$ cat config.mk
export PLATFORM = sky130hd
export DESIGN_NAME = uart_tx_flat
export DESIGN_NICKNAME = d
export VERILOG_FILES = /design/src/rtl/uart_pkg.sv /design/src/rtl/uart_tx_if.sv /design/src/rtl/uart_tx.sv /design/src/flat_wrapper.sv
export SDC_FILE = /design/constraint.sdc
export NUM_CORES = 1
export LEC_CHECK = 0
export ABC_AREA = 1
export CAP_MARGIN = 0
export CORE_MARGIN = 1
export CORE_UTILIZATION = 45
export CTS_BUF_LIST = sky130_fd_sc_hd__clkbuf_4
export DETAILED_ROUTE_END_ITERATION = 7
export PLACE_DENSITY = 0.79
export SLEW_MARGIN = 15
export SYNTH_ARGS = -nofsm -noshare
export SYNTH_HDL_FRONTEND = slang
export SYNTH_SLANG_ARGS = --single-unit
$ cat constraint.sdc
create_clock -name clk -period 2.3 [get_ports clk]
set_input_delay 0.345 -clock clk [delete_from_list [all_inputs] [get_ports clk]]
set_output_delay 0.345 -clock clk [all_outputs]
set_load 0.01 [all_outputs]
$ cat src/rtl/uart_pkg.sv
// Shared UART definitions: transmitter state encoding, parity constants and parity helper.
// Combinational helpers only; no latency.
// No flow control lives here; both uart_tx and uart_rx import this package.
package uart_pkg;

    typedef enum logic [2:0] {
        IDLE,
        START,
        DATA,
        PARITY,
        STOP
    } tx_state_t;

    localparam logic PARITY_ODD  = 1'b0;
    localparam logic PARITY_EVEN = 1'b1;

    // Widest data word the frame format supports; narrower words are zero-extended,
    // which leaves the XOR reduction unchanged.
    localparam int UART_MAX_SIZE = 9;

    // Parity bit for a data word: even parity is the XOR of the bits, odd is its inverse.
    function automatic logic uart_parity(input logic [UART_MAX_SIZE-1:0] data,
                                         input logic                     ptype);
        return (ptype == PARITY_EVEN) ? ^data : ~^data;
    endfunction

endpackage

$ cat src/rtl/uart_tx_if.sv
// Parallel word handshake into the UART transmitter, with the per-frame parity controls.
// No latency; pure signal bundle.
// tx_ready is driven by the transmitter; a word moves on tx_valid && tx_ready at a clock edge.
interface uart_tx_if #(
    parameter int UART_SIZE = 8
);
    logic [UART_SIZE-1:0] tx_data;
    logic                 tx_valid;
    logic                 tx_ready;
    logic                 parity_enable;
    logic                 parity_type;

    modport master (
        output tx_data,
        output tx_valid,
        output parity_enable,
        output parity_type,
        input  tx_ready
    );

    modport slave (
        input  tx_data,
        input  tx_valid,
        input  parity_enable,
        input  parity_type,
        output tx_ready
    );
endinterface

$ cat src/rtl/uart_tx.sv
// UART transmitter: start bit, UART_SIZE data bits LSB first, optional parity, one stop bit.
// Frame lasts 2 + UART_SIZE + parity baud_tick periods after the accept edge; all outputs registered.
// tx_ready only in IDLE (and with CTS high when UART_TX_CTS_EN is defined); tx_valid ignored while busy.
module uart_tx
    import uart_pkg::*;
#(
    parameter int UART_SIZE = 8
) (
    input  logic       clk,
    input  logic       reset,
    input  logic       baud_tick,
    output logic       phase_accum_reset,
    input  logic       CTS,
    output logic       TX,
    output logic       busy,
    output logic       tx_done,
    uart_tx_if.slave   bus
);

    localparam int                CNT_W    = $clog2(UART_SIZE);
    localparam logic [CNT_W-1:0]  LAST_BIT = CNT_W'(UART_SIZE - 1);

    tx_state_t            state_q, state_d;
    logic [UART_SIZE-1:0] shift_q, shift_d;
    logic [CNT_W-1:0]     cnt_q, cnt_d;
    logic                 par_bit_q, par_bit_d;
    logic                 par_en_q, par_en_d;
    logic                 tx_q, tx_d;
    logic                 busy_q, busy_d;
    logic                 done_q, done_d;
    logic                 par_rst_q, par_rst_d;

    logic                 ready;
    logic                 accept;

`ifdef UART_TX_CTS_EN
    // A new frame may only begin while the peer signals clear-to-send; a frame
    // already under way is never interrupted by CTS.
    assign ready = (state_q == IDLE) && CTS;
`else
    logic cts_unused;
    assign cts_unused = CTS;
    assign ready      = (state_q == IDLE);
`endif

    assign accept       = bus.tx_valid && ready;
    assign bus.tx_ready = ready;

    assign TX                = tx_q;
    assign busy              = busy_q;
    assign tx_done           = done_q;
    assign phase_accum_reset = par_rst_q;

    // Next-state and next-output logic for the frame sequencer.
    always_comb begin
        state_d   = state_q;
        shift_d   = shift_q;
        cnt_d     = cnt_q;
        par_bit_d = par_bit_q;
        par_en_d  = par_en_q;
        tx_d      = tx_q;
        busy_d    = busy_q;
        done_d    = 1'b0;
        par_rst_d = 1'b0;

        case (state_q)
            IDLE: begin
                tx_d   = 1'b1;
                busy_d = 1'b0;
                // baud_tick is deliberately not looked at here: the start bit
                // period begins at the accept edge, not at a stray tick.
                if (accept) begin
                    shift_d   = bus.tx_data;
                    par_en_d  = bus.parity_enable;
                    par_bit_d = uart_parity(UART_MAX_SIZE'(bus.tx_data), bus.parity_type);
                    state_d   = START;
                    tx_d      = 1'b0;
                    busy_d    = 1'b1;
                    par_rst_d = 1'b1;
                end
            end

            START: begin
                if (baud_tick) begin
                    state_d = DATA;
                    tx_d    = shift_q[0];
                    cnt_d   = '0;
                end
            end

            DATA: begin
                if (baud_tick) begin
                    if (cnt_q != LAST_BIT) begin
                        shift_d = shift_q >> 1;
                        tx_d    = shift_q[1];
                        cnt_d   = cnt_q + 1'b1;
                    end else if (par_en_q) begin
                        state_d = PARITY;
                        tx_d    = par_bit_q;
                    end else begin
                        state_d = STOP;
                        tx_d    = 1'b1;
                    end
                end
            end

            PARITY: begin
                if (baud_tick) begin
                    state_d = STOP;
                    tx_d    = 1'b1;
                end
            end

            STOP: begin
                if (baud_tick) begin
                    state_d = IDLE;
                    tx_d    = 1'b1;
                    busy_d  = 1'b0;
                    done_d  = 1'b1;
                end
            end

            default: begin
                state_d = IDLE;
                tx_d    = 1'b1;
                busy_d  = 1'b0;
            end
        endcase
    end

    // Frame state and registered outputs; reset aborts any frame with the line held high.
    always_ff @(posedge clk or posedge reset) begin
        if (reset) begin
            state_q   <= IDLE;
            shift_q   <= '0;
            cnt_q     <= '0;
            par_bit_q <= 1'b0;
            par_en_q  <= 1'b0;
            tx_q      <= 1'b1;
            busy_q    <= 1'b0;
            done_q    <= 1'b0;
            par_rst_q <= 1'b0;
        end else begin
            state_q   <= state_d;
            shift_q   <= shift_d;
            cnt_q     <= cnt_d;
            par_bit_q <= par_bit_d;
            par_en_q  <= par_en_d;
            tx_q      <= tx_d;
            busy_q    <= busy_d;
            done_q    <= done_d;
            par_rst_q <= par_rst_d;
        end
    end

endmodule

$ cat src/flat_wrapper.sv
// flat-port wrapper written by rule: the top's interface ports become plain ports
module uart_tx_flat import uart_pkg::*;
#(
    parameter int UART_SIZE = 8
)
  (clk, reset, baud_tick, phase_accum_reset, CTS, TX, busy, tx_done, bus_tx_data, bus_tx_valid, bus_parity_enable, bus_parity_type, bus_tx_ready);
  uart_tx_if #(.UART_SIZE(UART_SIZE)) bus_i ();
  input  logic clk;
  input  logic reset;
  input  logic baud_tick;
  output logic phase_accum_reset;
  input  logic CTS;
  output logic TX;
  output logic busy;
  output logic tx_done;
  input wire logic [$bits(bus_i.tx_data)-1:0] bus_tx_data;
  input wire logic [$bits(bus_i.tx_valid)-1:0] bus_tx_valid;
  input wire logic [$bits(bus_i.parity_enable)-1:0] bus_parity_enable;
  input wire logic [$bits(bus_i.parity_type)-1:0] bus_parity_type;
  output wire logic [$bits(bus_i.tx_ready)-1:0] bus_tx_ready;
  assign bus_i.tx_data = bus_tx_data;
  assign bus_i.tx_valid = bus_tx_valid;
  assign bus_i.parity_enable = bus_parity_enable;
  assign bus_i.parity_type = bus_parity_type;
  assign bus_tx_ready = bus_i.tx_ready;
  uart_tx #(.UART_SIZE(UART_SIZE)) u_core (.clk(clk), .reset(reset), .baud_tick(baud_tick), .phase_accum_reset(phase_accum_reset), .CTS(CTS), .TX(TX), .busy(busy), .tx_done(tx_done), .bus(bus_i));
endmodule
==> results of run 1 <==
-- logic make-up after synthesis --
group | count (synthesis) | synth area share [%]
xor+xnor | 2 | 1.45
compound gates | 27 | 12.8
simple gates | 83 | 30.7
fa+ha+maj | 3 | 3.11
buf+inv | 28 | 10.4
flops | 20 | 41.5
-- flip-flops by register name, indices dropped and copies added, names as in the netlist --
name	flops
u_core.busy	1
u_core.cnt_q	3
u_core.TX	1
u_core.phase_accum_reset	1
u_core.par_en_q	1
u_core.tx_done	1
u_core.shift_q	8
u_core.state_q	3
u_core.par_bit_q	1
-- worst max-delay path by stage --
stage | slack (ns) | to | start
6_report | 0.22 | bus_tx_ready | u_core.state_q[0]$_DFFE_PP0P_
5_1_grt | 0.14 | bus_tx_ready | u_core.state_q[0]$_DFFE_PP0P_
4_1_cts | 0.22 | bus_tx_ready | u_core.state_q[0]$_DFFE_PP0P_
3_5_place_dp | 0.56 | bus_tx_ready | u_core.state_q[0]$_DFFE_PP0P_
3_3_place_gp | 0.62 | bus_tx_ready | u_core.state_q[0]$_DFFE_PP0P_
2_1_floorplan | 0.90 | u_core.shift_q[0]$_DFFE_PP0P_ | u_core.cnt_q[0]$_DFFE_PP0P_
-- Yosys cell counts (2+ instances only) --
cell type                   n  area [um^2]
sky130_fd_sc_hd__nor2_1    10         37.5
sky130_fd_sc_hd__nand2_2    3         18.8
sky130_fd_sc_hd__o211ai_1   5         37.5
sky130_fd_sc_hd__nor2_4     2         22.5
sky130_fd_sc_hd__nand2_4    2         22.5
sky130_fd_sc_hd__nand2_1   53          199
sky130_fd_sc_hd__ha_1       3         37.5
sky130_fd_sc_hd__o21ai_1    3         15.0
sky130_fd_sc_hd__o21ai_0   14         70.1
sky130_fd_sc_hd__nand3_1   10         50.1
sky130_fd_sc_hd__dfrtp_1   19          475
sky130_fd_sc_hd__inv_1     23         86.3
sky130_fd_sc_hd__inv_2      3         11.3
sky130_fd_sc_hd__a21oi_1    3         15.0
-- final cells by class --
cell class                 instances  area share, %
clock buffer                       3           1.58
inverter                          26           6.85
multi-input combinational        115           40.8
tap                               30           2.63
clock inverter                     1          0.263
timing repair buffer              18           12.6
sequential                        20           35.2
-- through the flow --
| step | setup WS [ns] | cells | hold WS, ns | utilization [%] |
|---|---|---|---|---|
| 4_1_cts | 0.221 | 213 | 0.475 | 57.0 |
| 3_3_place_gp | 0.619 | 209 | 0.455 | 56.0 |
| 3_5_place_dp | 0.563 | 209 | 0.458 | 56.0 |
| 6_report | 0.218 | 213 | 0.448 | 57.0 |
| 5_1_grt | 0.141 | 213 | 0.485 | 57.0 |
| 2_1_floorplan | 0.902 | 163 | 0.308 | - |
-- metal layers --
metal / vias up / share of wire (%) / global-route usage [%]
met4: 0 / 2.1 / 9.65
met5: - / 0 / 0
li1: 555 / - / -
met3: 5 / 3.4 / 3.39
met2: 20 / 53 / 36.8
met1: 491 / 42 / 18.8
-- power groups by stage --
stage               Sequential (mW)  Combinational [mW]  Clock, mW
global placement              0.587               0.711          0
global route                  0.603               0.846      0.186
CTS                           0.588               0.747      0.169
floorplan                     0.590               0.561          0
finish                        0.587               0.738      0.170
detailed placement            0.594               0.743          0
==> impl_table.tex, run 1 <==
\begin{tabular}{lr}
\hline
Metric & Value \\
\hline
\multicolumn{2}{l}{\textbf{Run status}} \\
\quad Run status & finished clean \\
\multicolumn{2}{l}{\textbf{Timing}} \\
\quad Maximum clock frequency & 480 MHz \\
\quad TNS Setup & 0 ns \\
\quad Min Tclk post-route & 2.08 ns \\
\quad Crit share post-route & 90.5\% \\
\quad RSZ-0062 raised after global routing & false \\
\quad Final slew viol count & 0 \\
\quad Final setup fails & 0 \\
\quad Max Clock Skew & 0.00949 ns \\
\quad Final Hold Violating Endpoints & 0 \\
\quad Slew at the pin closest to its max-slew limit & 0.736 ns \\
\quad Max-slew headroom at the worst pin & 50.8\% \\
\multicolumn{2}{l}{\textbf{Die}} \\
\quad Core Footprint & 2500 um\^{}2 \\
\quad Die boundary height & 53.8 um \\
\quad Overall die width & 53.8 um \\
\quad Number of rows in the core area & 18 \\
\quad Io pins & 20 \\
\quad Initial Util & 48.3\% \\
\quad Die area & 2900 um\^{}2 \\
\multicolumn{2}{l}{\textbf{Min path}} \\
\quad Class of the tightest hold or removal check & input pin to async pin \\
\multicolumn{2}{l}{\textbf{Setup path}} \\
\quad Stages on worst setup path & 4 \\
\quad Sum of buffers and inverters on the critical path & 2 \\
\quad Worst Setup End Kind & output pin \\
\quad Required @ worst endpoint & 1.96 ns \\
\quad Worst path max stage delay & 0.58 ns \\
\quad R2R Path End & u\_core.shift\_q[5]\$\_DFFE\_PP0P\_ \\
\quad Critical R2R Launch & u\_core.cnt\_q[0]\$\_DFFE\_PP0P\_ \\
\quad Worst Reg2Reg Path Length in Cells & 7 \\
\quad Slack of the worst reg-to-reg path & 0.79 ns \\
\quad Worst-path cell chain & inv\_2, nand2\_1, nor2\_2, clkdlybuf4s50\_1 \\
\quad CP startpoint kind & register \\
\quad Slowest CP cell & sky130\_fd\_sc\_hd\_\_clkdlybuf4s50\_1 \\
\quad Cell type group with the largest total delay on the critical path & buffers and inverters \\
\quad Critical Path AT & 1.74 ns \\
\quad Crit path kind & register to output pin \\
\quad Largest fanout on the critical path & 5 \\
\multicolumn{2}{l}{\textbf{Power}} \\
\quad Worst IR Drop VDD & 0.621 mV \\
\quad Comb power frac & 49.4\% \\
\quad Total Power Consumption & 1.49 mW \\
\quad Switching power total & 0.639 mW \\
\quad Clock share of power & 11.4\% \\
\quad Pwr/cell area & 1050 nW/um\^{}2 \\
\quad Internal power & 0.856 mW \\
\quad Net switching share of the total power & 42.7\% \\
\quad Seq pwr share & 39.3\% \\
\quad Total leakage power & 0.733 nW \\
\multicolumn{2}{l}{\textbf{GRT}} \\
\quad Leftover overflow at the end of global routing & 0 \\
\quad Wire length of the first global-routing pass & 3910 um \\
\quad Largest net degree at the start of global routing & 21 \\
\quad Total routing usage reported by global routing & 19.0\% \\
\quad Vias in the first global route & 1010 \\
\quad Antenna violations before repair & 0 \\
\multicolumn{2}{l}{\textbf{Logic synthesis}} \\
\quad Yosys cell types & 24 \\
\quad Mapped Avg Cell Area & 7.42 um\^{}2 \\
\quad Async SR Flop Fraction & 100\% \\
\quad Post-synth EDFFs & 0 \\
\quad Sequential-to-total area share from yosys stat & 41.5\% \\
\quad Post-synthesis net count & 181 \\
\quad Number of cells produced by synthesis & 163 \\
\quad Post-synthesis instance area & 1210 um\^{}2 \\
\quad Most used DFF post-synth & sky130\_fd\_sc\_hd\_\_dfrtp\_1 \\
\quad Register bit count reported by yosys & 20 \\
\quad Count of yosys warnings during synthesis & 0 \\
\multicolumn{2}{l}{\textbf{Route}} \\
\quad Iteration-0 DRC Markers & 14 \\
\quad Remaining number of nets flagged by the antenna check after routing & 0 \\
\quad Iteration count of the initial detailed-routing pass & 4 \\
\quad Detailed-route wire length per cell & 10.8 um \\
\quad Number of vias per cell & 5.03 \\
\quad Routed vias & 1071 \\
\quad Post-route DRC & 0 \\
\quad Total detailed-routing wirelength & 2290 um \\
\multicolumn{2}{l}{\textbf{Layout}} \\
\quad Fraction of layout instances using a drive strength above 1 & 9.84\% \\
\quad Design Area, Final & 1430 um\^{}2 \\
\quad Most frequent cells in the layout & 53 x sky130\_fd\_sc\_hd\_\_nand2\_1, 23 x sky130\_fd\_sc\_hd\_\_inv\_1, 19 x sky130\_fd\_sc\_hd\_\_dfrtp\_1 \\
\quad Diodes inserted & 0 \\
\quad Filler Cells Inserted & 245 \\
\quad Synthesis-to-finish area growth & 17.9\% \\
\quad Area used by multi-input combinational logic & 582 um\^{}2 \\
\quad Net count, final & 202 \\
\quad Reg area & 502 um\^{}2 \\
\quad Most common cell after layout, fill and taps aside & sky130\_fd\_sc\_hd\_\_nand2\_1 \\
\multicolumn{2}{l}{\textbf{Placement}} \\
\quad Cell area after placement & 1400 um\^{}2 \\
\quad Final RePlAce weighted congestion & 0.825 \\
\quad DP HPWL & 1790 um \\
\quad Count of buffers inserted at the top-level ports & 18 \\
\multicolumn{2}{l}{\textbf{Clock tree}} \\
\quad Root buffer selected by CTS & sky130\_fd\_sc\_hd\_\_clkbuf\_4 \\
\quad Register clock-pin slew on the reported worst setup and hold paths & 0.11 ns \\
\quad Maximum clock path buffer count & 2 \\
\quad Source-to-sink clock delay at the later pin of the worst-skew pair & 0.31 ns \\
\quad Post-CTS setup buffers & 0 \\
\quad TritonCTS clock tree & yes \\
\quad Post-cts hold buffer count & 0 \\
\quad Number of clock sinks seen by CTS & 20 \\
\quad Quantity of gates resized following cts & 0 \\
\quad H-tree lvl count & 1 \\
\quad Total CTS buffers & 3 \\
\multicolumn{2}{l}{\textbf{Flow run}} \\
\quad Max-cap violation count & 0 \\
\hline
\end{tabular}
Note: power is estimated with default switching activity, not from simulation.
==> run 2: changes to the inputs <==
--- a/config.mk
+++ b/config.mk
@@ -13,4 +13,5 @@
 export DETAILED_ROUTE_END_ITERATION = 7
 export PLACE_DENSITY = 0.79
+export REMOVE_ABC_BUFFERS = 1
 export SLEW_MARGIN = 15
 export SYNTH_ARGS = -nofsm -noshare
==> constraint.sdc (replaced) <==
create_clock -name clk -period 2.4 [get_ports clk]
set_input_delay 0.36 -clock clk [delete_from_list [all_inputs] [get_ports clk]]
set_output_delay 0.36 -clock clk [all_outputs]
set_load 0.05 [all_outputs]
==> run 2 against run 1 <==
Net effect: sequential power decreased by 3.9%; global-route usage increased by 1.6 points; largest cell class unchanged; via count is 2.5% higher; clock-buffer cell count up 1; critical endpoint is now TX; clock skew hardly changed; die area unchanged; largest power group unchanged; non-clock buffer count did not move; hold slack improved by 0.029 ns.
==> impl_table.tex, run 2 (synthesized netlist as in run 1, its figures left out) <==
\begin{tabular}{lr}
\hline
Metric & Value \\
\hline
\multicolumn{2}{l}{\textbf{Run status}} \\
\quad Run status & finished clean \\
\multicolumn{2}{l}{\textbf{Power}} \\
\quad Comb power frac & 52.8\% \\
\quad Total Power Consumption & 1.57 mW \\
\quad Total leakage power & 0.747 nW \\
\quad Seq pwr share & 35.9\% \\
\quad Worst IR Drop VDD & 0.799 mV \\
\quad Switching power total & 0.734 mW \\
\quad Pwr/cell area & 1100 nW/um\^{}2 \\
\quad Internal power & 0.834 mW \\
\quad Clock share of power & 11.3\% \\
\quad Net switching share of the total power & 46.8\% \\
\multicolumn{2}{l}{\textbf{Setup path}} \\
\quad Required @ worst endpoint & 2.04 ns \\
\quad Crit path kind & register to output pin \\
\quad Critical Path AT & 1.63 ns \\
\quad Worst path max stage delay & 0.79 ns \\
\quad Sum of buffers and inverters on the critical path & 1 \\
\quad R2R Path End & u\_core.shift\_q[4]\$\_DFFE\_PP0P\_ \\
\quad Worst Setup End Kind & output pin \\
\quad Cell type group with the largest total delay on the critical path & buffers and inverters \\
\quad Worst-path cell chain & clkdlybuf4s50\_1 \\
\quad Slowest CP cell & sky130\_fd\_sc\_hd\_\_clkdlybuf4s50\_1 \\
\quad CP startpoint kind & register \\
\quad Largest fanout on the critical path & 2 \\
\quad Worst Reg2Reg Path Length in Cells & 7 \\
\quad Slack of the worst reg-to-reg path & 0.83 ns \\
\quad Critical R2R Launch & u\_core.cnt\_q[0]\$\_DFFE\_PP0P\_ \\
\multicolumn{2}{l}{\textbf{GRT}} \\
\quad Largest net degree at the start of global routing & 21 \\
\quad Total routing usage reported by global routing & 20.5\% \\
\quad Wire length of the first global-routing pass & 4170 um \\
\quad Antenna violations before repair & 0 \\
\quad Leftover overflow at the end of global routing & 0 \\
\quad Vias in the first global route & 1046 \\
\multicolumn{2}{l}{\textbf{Route}} \\
\quad Iteration-0 DRC Markers & 29 \\
\quad Detailed-route wire length per cell & 11.7 um \\
\quad Total detailed-routing wirelength & 2490 um \\
\quad Remaining number of nets flagged by the antenna check after routing & 0 \\
\quad Iteration count of the initial detailed-routing pass & 4 \\
\quad Post-route DRC & 0 \\
\quad Number of vias per cell & 5.15 \\
\quad Routed vias & 1098 \\
\multicolumn{2}{l}{\textbf{Layout}} \\
\quad Net count, final & 202 \\
\quad Diodes inserted & 0 \\
\quad Most common cell after layout, fill and taps aside & sky130\_fd\_sc\_hd\_\_nand2\_1 \\
\quad Post-layout instance count excluding filler cells & 213 \\
\quad Number of flip-flops in the largest register & 8 \\
\quad Synthesis-to-finish area growth & 18.4\% \\
\quad Most frequent cells in the layout & 53 x sky130\_fd\_sc\_hd\_\_nand2\_1, 23 x sky130\_fd\_sc\_hd\_\_inv\_1, 19 x sky130\_fd\_sc\_hd\_\_dfrtp\_1 \\
\quad Fraction of layout instances using a drive strength above 1 & 10.4\% \\
\quad Filler Cells Inserted & 237 \\
\quad Register ranked first by flip-flop count & u\_core.shift\_q \\
\quad Registers with the most flip-flops & u\_core.shift\_q: 8 flops, u\_core.cnt\_q: 3 flops, u\_core.state\_q: 3 flops \\
\multicolumn{2}{l}{\textbf{Clock tree}} \\
\quad TritonCTS clock tree & yes \\
\quad Number of clock sinks seen by CTS & 20 \\
\quad Post-CTS setup buffers & 0 \\
\quad Total CTS buffers & 3 \\
\quad Root buffer selected by CTS & sky130\_fd\_sc\_hd\_\_clkbuf\_4 \\
\quad Register clock-pin slew on the reported worst setup and hold paths & 0.11 ns \\
\quad Post-cts hold buffer count & 0 \\
\quad Maximum clock path buffer count & 2 \\
\quad H-tree lvl count & 1 \\
\quad Source-to-sink clock delay at the later pin of the worst-skew pair & 0.30 ns \\
\quad Quantity of gates resized following cts & 0 \\
\multicolumn{2}{l}{\textbf{Die}} \\
\quad Number of rows in the core area & 18 \\
\quad Io pins & 20 \\
\quad Initial Util & 48.3\% \\
\quad Overall die width & 53.8 um \\
\quad Die area & 2900 um\^{}2 \\
\quad Die boundary height & 53.8 um \\
\quad Core Footprint & 2500 um\^{}2 \\
\multicolumn{2}{l}{\textbf{Placement}} \\
\quad Number of placed cells counting well taps & 209 \\
\quad Final RePlAce weighted congestion & 0.803 \\
\quad DP HPWL & 1910 um \\
\quad Minimum setup slack after placement & 0.415 ns \\
\quad Count of buffers inserted at the top-level ports & 18 \\
\multicolumn{2}{l}{\textbf{Timing}} \\
\quad WHS & 0.477 ns \\
\quad Smallest setup slack after layout & 0.414 ns \\
\quad Maximum clock frequency & 504 MHz \\
\quad Final setup fails & 0 \\
\quad Crit share post-route & 82.7\% \\
\quad Final Hold Violating Endpoints & 0 \\
\quad Final slew viol count & 0 \\
\quad TNS Setup & 0 ns \\
\quad Max Clock Skew & 0.00957 ns \\
\quad Max-slew headroom at the worst pin & 49.5\% \\
\quad RSZ-0062 raised after global routing & false \\
\quad Min Tclk post-route & 1.99 ns \\
\quad Slew at the pin closest to its max-slew limit & 0.756 ns \\
\multicolumn{2}{l}{\textbf{Flow run}} \\
\quad Max-cap violation count & 0 \\
\multicolumn{2}{l}{\textbf{Min path}} \\
\quad Class of the tightest hold or removal check & input pin to async pin \\
\hline
\end{tabular}
run 2: changes by cell type in the layout (fill, tap and decap cells not counted), sizes merged:
cell	before	now
clkdlybuf4s50	18	17
clkbuf	3	4
dlymetal6s2s	0	1
clkinv	1	0
run 2: metrics by stage:
step                cell area (um^2)  utilization (%)
floorplan                       1180                -
global placement                1400             56.0
detailed placement              1400             56.0
CTS                             1430             57.2
global route                    1430             57.3
finish                          1430             57.3
run 2: routing by layer:
layer	routed length [um]	GRT usage [%]	vias to the layer above	part of all wire, %
met5	0	0	-	0
met4	36	10.1	0	1.4
met3	116	2.82	4	4.7
met2	1310	39.1	27	53
met1	1030	21.6	516	41
li1	-	-	551	-
run 2: worst max path at each step:
| stage | start | endpoint | slack [ns] | cells after the start |
|---|---|---|---|---|
| after CTS | u_core.state_q[0]$_DFFE_PP0P_ | bus_tx_ready | 0.05 | 4 |
| after global placement | u_core.state_q[0]$_DFFE_PP0P_ | bus_tx_ready | 0.44 | 4 |
| final | u_core.TX$_DFFE_PP1P_ | TX | 0.41 | 1 |
| after global routing | u_core.TX$_DFFE_PP1P_ | TX | 0.35 | 1 |
| after floorplan | u_core.state_q[0]$_DFFE_PP0P_ | u_core.shift_q[2]$_DFFE_PP0P_ | 0.73 | 7 |
| after detailed placement | u_core.state_q[0]$_DFFE_PP0P_ | bus_tx_ready | 0.41 | 4 |
run 2: power by group through the flow:
stage / sequential [mW] / combinational (mW) / clock, mW
after floorplan: 0.643 / 0.527 / 0
after global placement: 0.564 / 0.796 / 0
after detailed placement: 0.570 / 0.830 / 0
after CTS: 0.565 / 0.835 / 0.182
after global routing: 0.578 / 0.930 / 0.197
final: 0.564 / 0.828 / 0.177
run 2: cell type report:
type / instances / area (um^2) / share of cell area [%]
clock buffer: 4 / 30.0 / 2.10
tap: 30 / 37.5 / 2.62
timing repair buffer: 18 / 183 / 12.8
inverter: 26 / 97.6 / 6.82
multi-input combinational: 115 / 582 / 40.6
sequential: 20 / 502 / 35.1
==> run 3: changes to the inputs <==
Clock period 2.4 ns to 2.1 ns, I/O delays scaled along.
==> run 3 against run 2 <==
Net effect: critical path depth did not move; clock-buffer cell count decreased by 1; wire length fell by 5.7%; critical endpoint unchanged.
==> impl_table.tex, run 3 (synthesized netlist as in run 1, its figures left out) <==
\begin{tabular}{lr}
\hline
Metric & Value \\
\hline
\multicolumn{2}{l}{\textbf{GRT}} \\
\quad Antenna violations before repair & 0 \\
\quad Wire length of the first global-routing pass & 4030 um \\
\quad Leftover overflow at the end of global routing & 0 \\
\quad Total routing usage reported by global routing & 19.5\% \\
\quad Vias in the first global route & 978 \\
\quad Largest net degree at the start of global routing & 21 \\
\multicolumn{2}{l}{\textbf{Setup path}} \\
\quad Worst path max stage delay & 0.79 ns \\
\quad Worst Setup End Kind & output pin \\
\quad Slack of the worst reg-to-reg path & 0.55 ns \\
\quad Critical Path AT & 1.63 ns \\
\quad Cell type group with the largest total delay on the critical path & buffers and inverters \\
\quad Crit path kind & register to output pin \\
\quad Largest fanout on the critical path & 2 \\
\quad Required @ worst endpoint & 1.78 ns \\
\quad CP startpoint kind & register \\
\quad Sum of buffers and inverters on the critical path & 1 \\
\quad Slowest CP cell & sky130\_fd\_sc\_hd\_\_clkdlybuf4s50\_1 \\
\quad Worst-path cell chain & clkdlybuf4s50\_1 \\
\multicolumn{2}{l}{\textbf{Clock tree}} \\
\quad Maximum clock path buffer count & 2 \\
\quad TritonCTS clock tree & yes \\
\quad Source-to-sink clock delay at the later pin of the worst-skew pair & 0.29 ns \\
\quad Quantity of gates resized following cts & 0 \\
\quad Post-cts hold buffer count & 0 \\
\quad Post-CTS setup buffers & 0 \\
\quad H-tree lvl count & 1 \\
\quad Total CTS buffers & 3 \\
\quad Number of clock sinks seen by CTS & 20 \\
\quad Register clock-pin slew on the reported worst setup and hold paths & 0.11 ns \\
\quad Root buffer selected by CTS & sky130\_fd\_sc\_hd\_\_clkbuf\_4 \\
\multicolumn{2}{l}{\textbf{Layout}} \\
\quad Number of flip-flops in the largest register & 8 \\
\quad Most frequent cells in the layout & 53 x sky130\_fd\_sc\_hd\_\_nand2\_1, 23 x sky130\_fd\_sc\_hd\_\_inv\_1, 19 x sky130\_fd\_sc\_hd\_\_dfrtp\_1 \\
\quad Registers with the most flip-flops & u\_core.shift\_q: 8 flops, u\_core.cnt\_q: 3 flops, u\_core.state\_q: 3 flops \\
\quad Register ranked first by flip-flop count & u\_core.shift\_q \\
\quad Diodes inserted & 0 \\
\quad Reg area & 502 um\^{}2 \\
\quad Filler Cells Inserted & 232 \\
\quad Net count, final & 203 \\
\quad Most common cell after layout, fill and taps aside & sky130\_fd\_sc\_hd\_\_nand2\_1 \\
\quad Synthesis-to-finish area growth & 18.3\% \\
\quad Fraction of layout instances using a drive strength above 1 & 10.9\% \\
\quad Area used by multi-input combinational logic & 582 um\^{}2 \\
\multicolumn{2}{l}{\textbf{Die}} \\
\quad Io pins & 20 \\
\quad Core Footprint & 2500 um\^{}2 \\
\quad Die area & 2900 um\^{}2 \\
\quad Initial Util & 48.3\% \\
\quad Overall die width & 53.8 um \\
\quad Number of rows in the core area & 18 \\
\quad Die boundary height & 53.8 um \\
\multicolumn{2}{l}{\textbf{Timing}} \\
\quad Final Hold Violating Endpoints & 0 \\
\quad Min Tclk post-route & 1.95 ns \\
\quad Crit share post-route & 92.7\% \\
\quad Maximum clock frequency & 514 MHz \\
\quad Final setup fails & 0 \\
\quad Slew at the pin closest to its max-slew limit & 0.491 ns \\
\quad TNS Setup & 0 ns \\
\quad Max Clock Skew & 0.00496 ns \\
\quad Final slew viol count & 0 \\
\quad RSZ-0062 raised after global routing & false \\
\quad Max-slew headroom at the worst pin & 67.1\% \\
\multicolumn{2}{l}{\textbf{Flow run}} \\
\quad Max-cap violation count & 0 \\
\multicolumn{2}{l}{\textbf{Min path}} \\
\quad Class of the tightest hold or removal check & input pin to async pin \\
\multicolumn{2}{l}{\textbf{Placement}} \\
\quad Final RePlAce weighted congestion & 0.828 \\
\quad DP HPWL & 1830 um \\
\quad Count of buffers inserted at the top-level ports & 18 \\
\multicolumn{2}{l}{\textbf{Run status}} \\
\quad Run status & finished clean \\
\multicolumn{2}{l}{\textbf{Route}} \\
\quad Iteration-0 DRC Markers & 9 \\
\quad Number of vias per cell & 4.98 \\
\quad Detailed-route wire length per cell & 11.0 um \\
\quad Routed vias & 1065 \\
\quad Total detailed-routing wirelength & 2350 um \\
\quad Remaining number of nets flagged by the antenna check after routing & 0 \\
\quad Post-route DRC & 0 \\
\quad Iteration count of the initial detailed-routing pass & 4 \\
\multicolumn{2}{l}{\textbf{Power}} \\
\quad Total leakage power & 0.739 nW \\
\quad Total Power Consumption & 1.76 mW \\
\quad Pwr/cell area & 1230 nW/um\^{}2 \\
\quad Worst IR Drop VDD & 0.742 mV \\
\hline
\end{tabular}
==> run 3: changes by cell type in the layout (fill, tap and decap cells not counted), sizes merged <==
| cell | before | now |
|---|---|---|
| dlymetal6s2s | 1 | 0 |
| clkbuf | 4 | 3 |
| clkinv | 0 | 1 |
| buf | 0 | 2 |
==> run 3: final cells by class <==
cell class / instances / area share [%]
tap: 30 / 2.62
inverter: 26 / 6.82
timing repair buffer: 19 / 12.9
clock inverter: 1 / 0.262
multi-input combinational: 115 / 40.7
clock buffer: 3 / 1.57
sequential: 20 / 35.1
==> run 3: path summary, 6_finish.rpt <==
check / to / depth (start not counted) / startpoint
worst max-delay path: TX / 1 / u_core.TX$_DFFE_PP1P_
worst min register to register: u_core.busy$_DFFE_PP0P_ / 2 / u_core.busy$_DFFE_PP0P_
min in group clk: u_core.busy$_DFFE_PP0P_ / 2 / u_core.busy$_DFFE_PP0P_
worst max register to register: u_core.shift_q[4]$_DFFE_PP0P_ / 7 / u_core.cnt_q[0]$_DFFE_PP0P_
worst min-delay path: u_core.shift_q[2]$_DFFE_PP0P_ / 3 / reset
max in group asynchronous: u_core.TX$_DFFE_PP1P_ / 3 / reset
==> run 3: power breakdown <==
group | switching [mW] | internal [mW]
clock network | 0.110 | 0.0691
registers | 0.0868 | 0.556
logic | 0.626 | 0.308
total | 0.823 | 0.933
==> run 3: per-stage QoR <==
step / setup WS [ns] / utilization (%) / area (um^2) / hold slack (ns) / cells
6_report: 0.153 / 57.2 / 1430 / 0.327 / 214
5_1_grt: 0.102 / 57.2 / 1430 / 0.349 / 214
4_1_cts: 0.141 / 57.2 / 1430 / 0.331 / 214
3_5_place_dp: 0.464 / 56.2 / 1400 / 0.464 / 210
3_3_place_gp: 0.488 / 56.2 / 1400 / 0.458 / 210
2_1_floorplan: 0.432 / - / 1180 / 0.278 / 161
==> run 3: metal layers <==
metal / track usage, % / share of wire [%]
met1: 24.0 / 44
met3: 2.54 / 4.2
met4: 6.58 / 0.98
met2: 34.4 / 50
met5: 0 / 0
